==> src/rtl/mas_prog_loader_pkg.sv <==
// Shared definitions for the MAS16bA program loader: FSM encodings and core mode constants.
// Frame byte order is big-endian: LEN_HI, LEN_LO, then {HI, LO} per instruction word.
package mas_prog_loader_pkg;

   typedef enum logic [2:0] {
      S_IDLE     = 3'd0,
      S_LEN_HI   = 3'd1,
      S_LEN_LO   = 3'd2,
      S_DATA_HI  = 3'd3,
      S_DATA_LO  = 3'd4,
      S_WRITE    = 3'd5,
      S_CORE_RST = 3'd6,
      S_RUN      = 3'd7
   } state_t;

   localparam logic PG_RUN  = 1'b0;
   localparam logic PG_PROG = 1'b1;

   function automatic logic accepts_byte(input state_t s);
      return (s == S_LEN_HI) || (s == S_LEN_LO) || (s == S_DATA_HI) || (s == S_DATA_LO);
   endfunction

   // Only the mid-frame states count idle cycles; LEN_HI may wait indefinitely for the first byte.
   function automatic logic is_timed(input state_t s);
      return (s == S_LEN_LO) || (s == S_DATA_HI) || (s == S_DATA_LO);
   endfunction

endpackage

==> src/rtl/mas_idle_timer.sv <==
// Idle-cycle counter with clear/enable; pulses expire on the cycle the count would reach TIMEOUT.
module mas_idle_timer
   import mas_prog_loader_pkg::*;
#(
   parameter int TIMEOUT = 1024
) (
   input  logic clk,
   input  logic rst,
   input  logic clr,
   input  logic en,
   output logic expire
);

   localparam int CW = $clog2(TIMEOUT + 1);

   logic [CW-1:0] cnt;

   assign expire = en && !clr && (cnt == CW'(TIMEOUT - 1));

   always_ff @(posedge clk) begin
      if (rst || clr || expire) begin
         cnt <= '0;
      end else if (en) begin
         cnt <= cnt + CW'(1);
      end
   end

endmodule

==> src/rtl/mas_prog_loader.sv <==
// Boot sequencer: assembles big-endian 16-bit words from a byte stream, writes them to
// instruction memory, then pulses core reset and releases the core into run mode.
module mas_prog_loader
   import mas_prog_loader_pkg::*;
#(
   parameter int          ADDR_W     = 16,
   parameter int unsigned BASE_ADDR  = 0,
   parameter int          TIMEOUT    = 1024,
   parameter int          RST_CYCLES = 2
) (
   input  logic              clk,
   input  logic              rstz,
   input  logic              start,
   input  logic              in_valid,
   input  logic [7:0]        in_data,
   output logic              in_ready,
   output logic              mem_we,
   output logic [ADDR_W-1:0] mem_addr,
   output logic [15:0]       mem_wdata,
   output logic              pg,
   output logic              core_rst,
   output logic              done,
   output logic              err
);

   localparam int RCNT_W = $clog2(RST_CYCLES + 1);

   state_t            state, state_nxt;
   logic [15:0]       len;
   logic [15:0]       count;
   logic [RCNT_W-1:0] rst_cnt;
   logic              xfer;
   logic              start_load;
   logic              timer_clr;
   logic              timer_en;
   logic              expire;
   logic              last_word;

   assign in_ready  = accepts_byte(state);
   assign xfer      = in_valid && in_ready;
   assign mem_we    = (state == S_WRITE);
   assign pg        = (state == S_RUN) ? PG_RUN : PG_PROG;
   assign core_rst  = (state != S_RUN);
   assign done      = (state == S_RUN);
   assign last_word = (16'(count + 16'd1) == len);

   assign timer_en  = is_timed(state) && !xfer;
   assign timer_clr = xfer || start_load;

   mas_idle_timer #(
      .TIMEOUT (TIMEOUT)
   ) u_idle_timer (
      .clk    (clk),
      .rst    (rstz),
      .clr    (timer_clr),
      .en     (timer_en),
      .expire (expire)
   );

   always_ff @(posedge clk) begin
      if (rstz) begin
         state <= S_IDLE;
      end else begin
         state <= state_nxt;
      end
   end

   always_comb begin
      state_nxt  = state;
      start_load = 1'b0;
      case (state)
         S_IDLE, S_RUN: begin
            if (start) begin
               state_nxt  = S_LEN_HI;
               start_load = 1'b1;
            end
         end
         S_LEN_HI: begin
            if (xfer) state_nxt = S_LEN_LO;
         end
         S_LEN_LO: begin
            // Length compare uses the byte arriving now, not the not-yet-updated register.
            if (xfer) state_nxt = ({len[15:8], in_data} == 16'd0) ? S_CORE_RST : S_DATA_HI;
         end
         S_DATA_HI: begin
            if (xfer) state_nxt = S_DATA_LO;
         end
         S_DATA_LO: begin
            if (xfer) state_nxt = S_WRITE;
         end
         S_WRITE: begin
            state_nxt = last_word ? S_CORE_RST : S_DATA_HI;
         end
         S_CORE_RST: begin
            if (rst_cnt == RCNT_W'(RST_CYCLES - 1)) state_nxt = S_RUN;
         end
         default: state_nxt = S_IDLE;
      endcase
      if (expire) state_nxt = S_IDLE;
   end

   always_ff @(posedge clk) begin
      if (rstz) begin
         len       <= '0;
         count     <= '0;
         mem_addr  <= ADDR_W'(BASE_ADDR);
         mem_wdata <= '0;
         err       <= 1'b0;
         rst_cnt   <= '0;
      end else begin
         if (start_load) begin
            err      <= 1'b0;
            mem_addr <= ADDR_W'(BASE_ADDR);
            count    <= '0;
         end else if (expire) begin
            err <= 1'b1;
         end

         if (xfer) begin
            case (state)
               S_LEN_HI:  len[15:8]       <= in_data;
               S_LEN_LO:  len[7:0]        <= in_data;
               S_DATA_HI: mem_wdata[15:8] <= in_data;
               S_DATA_LO: mem_wdata[7:0]  <= in_data;
               default: ;
            endcase
         end

         // Address wraps naturally at 2^ADDR_W; no length/overflow check by design.
         if (state == S_WRITE) begin
            mem_addr <= mem_addr + ADDR_W'(1);
            count    <= count + 16'd1;
         end

         if (state == S_CORE_RST) begin
            rst_cnt <= rst_cnt + RCNT_W'(1);
         end else begin
            rst_cnt <= '0;
         end
      end
   end

endmodule

==> config.mk <==
export PLATFORM = sky130hd
export DESIGN_NAME = mas_prog_loader
export DESIGN_NICKNAME = d
export VERILOG_FILES = /design/src/rtl/mas_prog_loader_pkg.sv /design/src/rtl/mas_idle_timer.sv /design/src/rtl/mas_prog_loader.sv
export SDC_FILE = /design/constraint.sdc
export NUM_CORES = 1
export LEC_CHECK = 0
export CAP_MARGIN = 20
export CORE_UTILIZATION = 56
export DETAILED_ROUTE_END_ITERATION = 10
export PLACE_DENSITY = 0.88
export SLEW_MARGIN = 10
export SYNTH_ARGS = -nofsm -noshare
export SYNTH_HDL_FRONTEND = slang
export SYNTH_SLANG_ARGS = --single-unit
==> constraint.sdc <==
create_clock -name clk -period 2.42 [get_ports clk]
set_input_delay 0.484 -clock clk [delete_from_list [all_inputs] [get_ports clk]]
set_output_delay 0.484 -clock clk [all_outputs]
set_load 0.01 [all_outputs]
==> results.toml <==
[run_status]
status = "finished, final reports clean"

[setup_path]
critPathLaunch = "state[0]"
r2r-start = "count[2]"
path_cells = "nor2_1, xnor2_1, clkdlybuf4s50_1"
slowest_delay_ns = 0.59
crit_fanout = 9
crit_type = "reg2out"
r2r_setup_slack_ns = 0.16
critPathCapture = "in_ready"
crit_arrival_ns = 1.87
critPathSlowestCell = "clkdlybuf4s50_1"
r2r_cells = 7
endpoint_kind = "output pin"
r2r-end = "state[0]"
start_kind = "flip-flop"
critPathRequiredTime_ns = 1.94

[pwr]
p_leak_nw = 1.795
finalPower_mw = 2.555
peakVddDrop_mv = 0.3592
power_density_nw_per_um2 = 510.3

[layout]
final_util = 0.7172
stdcell_count = 681
antenna_cells = 0
layout-drive-gt1-share = 0.1145
syn_to_final_growth_pct = 21.02
fillCellCount = 543
final_nets = 596

[synthesis]
synth_adder_area_share = 0.01210
ys.flop_type = "dfxtp_1"
synth-simple-area-share = 0.2969
synth_top_family_by_area = "simple AND/OR/NAND/NOR gates"
syn-mean-instance-area_um2 = 7.927
ys_top_cells_by_count = "85 x nand2_1, 81 x dfxtp_1, 64 x nor2_1, 54 x a21oi_1, 21 x o21ai_0"
syn-cell-area_um2 = 4138
post_synth_mux_area_share = 0.02994
synth_enable_flop_cells = 0
ys_ff_latch = 81
seq_area_frac_synth = 0.3919
synth_most_common_cell = "nand2_1"
synthArstFlopShare = 0
synth_area_leaders = "dfxtp_1 39%, nand2_1 7.7%, a21oi_1 6.5%"
synth-xor-area-share = 0.06985
synth_area_leader_cell = "dfxtp_1"
synthCells = 522
yosys_warnings = 0
synth_compound_area_frac = 0.1578
yosysTopAreaCellShare = 0.3919
ys_types = 64
synth_nets = 538

[global_route]
overflow = 0
antenna_found_initial = 0
grt_pass1_wl_um = 16910
grt_pass1_vias = 3693
grt_start_max_net_pins = 28
track_usage = 0.2822

[floorplan]
coreArea_um2 = 6982
start_util = 0.5927
die_h_um = 87.96
num_rows = 30
dieArea_um2 = 7737
die_w_um = 87.96
ioPinCount = 50

[detailed_routing]
routed_wl_um = 10460
first_iter_violations = 340
avgViaCountPerCell = 6.013
vias = 4095
drc = 0
avgRoutedWirePerCell_um = 15.35
drt_pre_antenna_iters = 5
ant_nets = 0

[placement]
place_hpwl_um = 7314
port_buffers = 49
gp_congestion = 0.8640
numPlacedInstances = 665

[timing]
hold_slack_ns = 0.4263
setup_tns_ns = 0
hold_viol = 0
clock.fmax_ghz = 0.4256
slew_violations = 0
setup_viol = 0
finalCritPeriodShare = 0.9708
rsz0062_at_grt = "no"
period_needed_ns = 2.349
tightest_slew_ns = 0.5134
slew_headroom = 0.6569
fin_worst_skew_ns = 0.01083

[cts]
cts_made_buffers = 9
h-tree-depth = 3
hold_buffers = 0
clkTransAtPathRegs_ns = 0.08
cts.path.max_buffers = 2
cts_tree = "done"
clkSinkCount = 81
clk_latency_ns = 0.36
cts-root-buf = "clkbuf_8"

[worst_hold_path]
hold_class = "reg2reg"

[flow_run]
drv_cap = 0
## metrics by stage
stage          instance area [um2]  worst slack [ns]
2_1_floorplan                 4138            0.4525
3_3_place_gp                  4816           0.07897
3_5_place_dp                  4816           0.03510
4_1_cts                       5006           0.03855
5_1_grt                       5007           0.01212
6_report                      5007           0.07060
## critical path, delay by kind of cell, from the launching register on
family                    cells  cell delay [ns]
buffers and inverters         1             0.59
and+or+nand+nor               1             0.31
DFF                           1             0.39
xor gates and xnor gates      1             0.22
## layer usage
| layer | share of wire | up-vias | routed length (um) | GRT usage |
|---|---|---|---|---|
| met2 | 0.48 | 177 | 4998 | 0.4630 |
| met3 | 0.061 | 21 | 638 | 0.05938 |
| met4 | 0.023 | 0 | 240 | 0.1177 |
| met1 | 0.44 | 1949 | 4576 | 0.3604 |
| li1 | - | 1948 | - | - |
| met5 | 0 | - | 0 | 0 |
## timing repair
action,in CTS,in global routing
gates resized for setup,1,1
endpoints found under the setup margin,1,1
buffers inserted,0,0
## placed cells by master (no fill, tap or decap), types with 4 or more instances in the layout
cell and count:
dfxtp_1 79, and3_1 5, nand4_1 10, buf_4 28
nand3_1 17, a211o_1 4, or3_1 6, nor3_1 17
o21ai_0 21, ha_1 4, clkbuf_8 10, xor2_1 18
clkinv_4 4, nor2_1 64, a211oi_1 4, clkdlybuf4s50_1 48
nor4_1 12, a21oi_1 54, xnor2_1 15, inv_1 8
mux2i_1 9, nand2_1 85
## sequential cells by signal, summed over array words and instances (netlist names)
register / count
count: 16
mem_wdata: 16
state: 3
len: 16
mem_addr: 16
u_idle_timer.cnt: 11
rst_cnt: 2
err: 1
## how the worst min path moves through the flow
stage,startpoint,endpoint,cells after the start
after CTS,rst_cnt[0],rst_cnt[0],1
after detailed placement,rst_cnt[0],rst_cnt[0],1
after global routing,rst_cnt[0],rst_cnt[0],1
final,rst_cnt[0],rst_cnt[0],1
after global placement,rst_cnt[0],rst_cnt[0],1
after floorplan,rst_cnt[0],rst_cnt[0],1
## area by class of cell
type	count	area, um2	area share
multi-input cells	402	2345	0.4683
flip-flops and latches	81	1624	0.3243
repair buffers	77	695.7	0.1389
clock buffers	10	137.6	0.02749
well taps	96	120.1	0.02399
clock inverters	6	51.30	0.01024
inverters	9	33.78	0.006747
## report_power, final
part           internal, mW  switching [mW]
Clock                 0.411           0.534
Combinational         0.102           0.140
Sequential             1.35          0.0205
## cell families (layout without fill, tap and decap cells)
group	Yosys count	in the layout
DFF	81	81
xor gates and xnor gates	33	33
buffers and inverters	39	102
and+or+nand+nor	245	245
muxes	12	12
AOI/OAI and AO/OA	108	108
adders and majority gates	4	4
No activity file was read; power rests on OpenSTA's default activity.
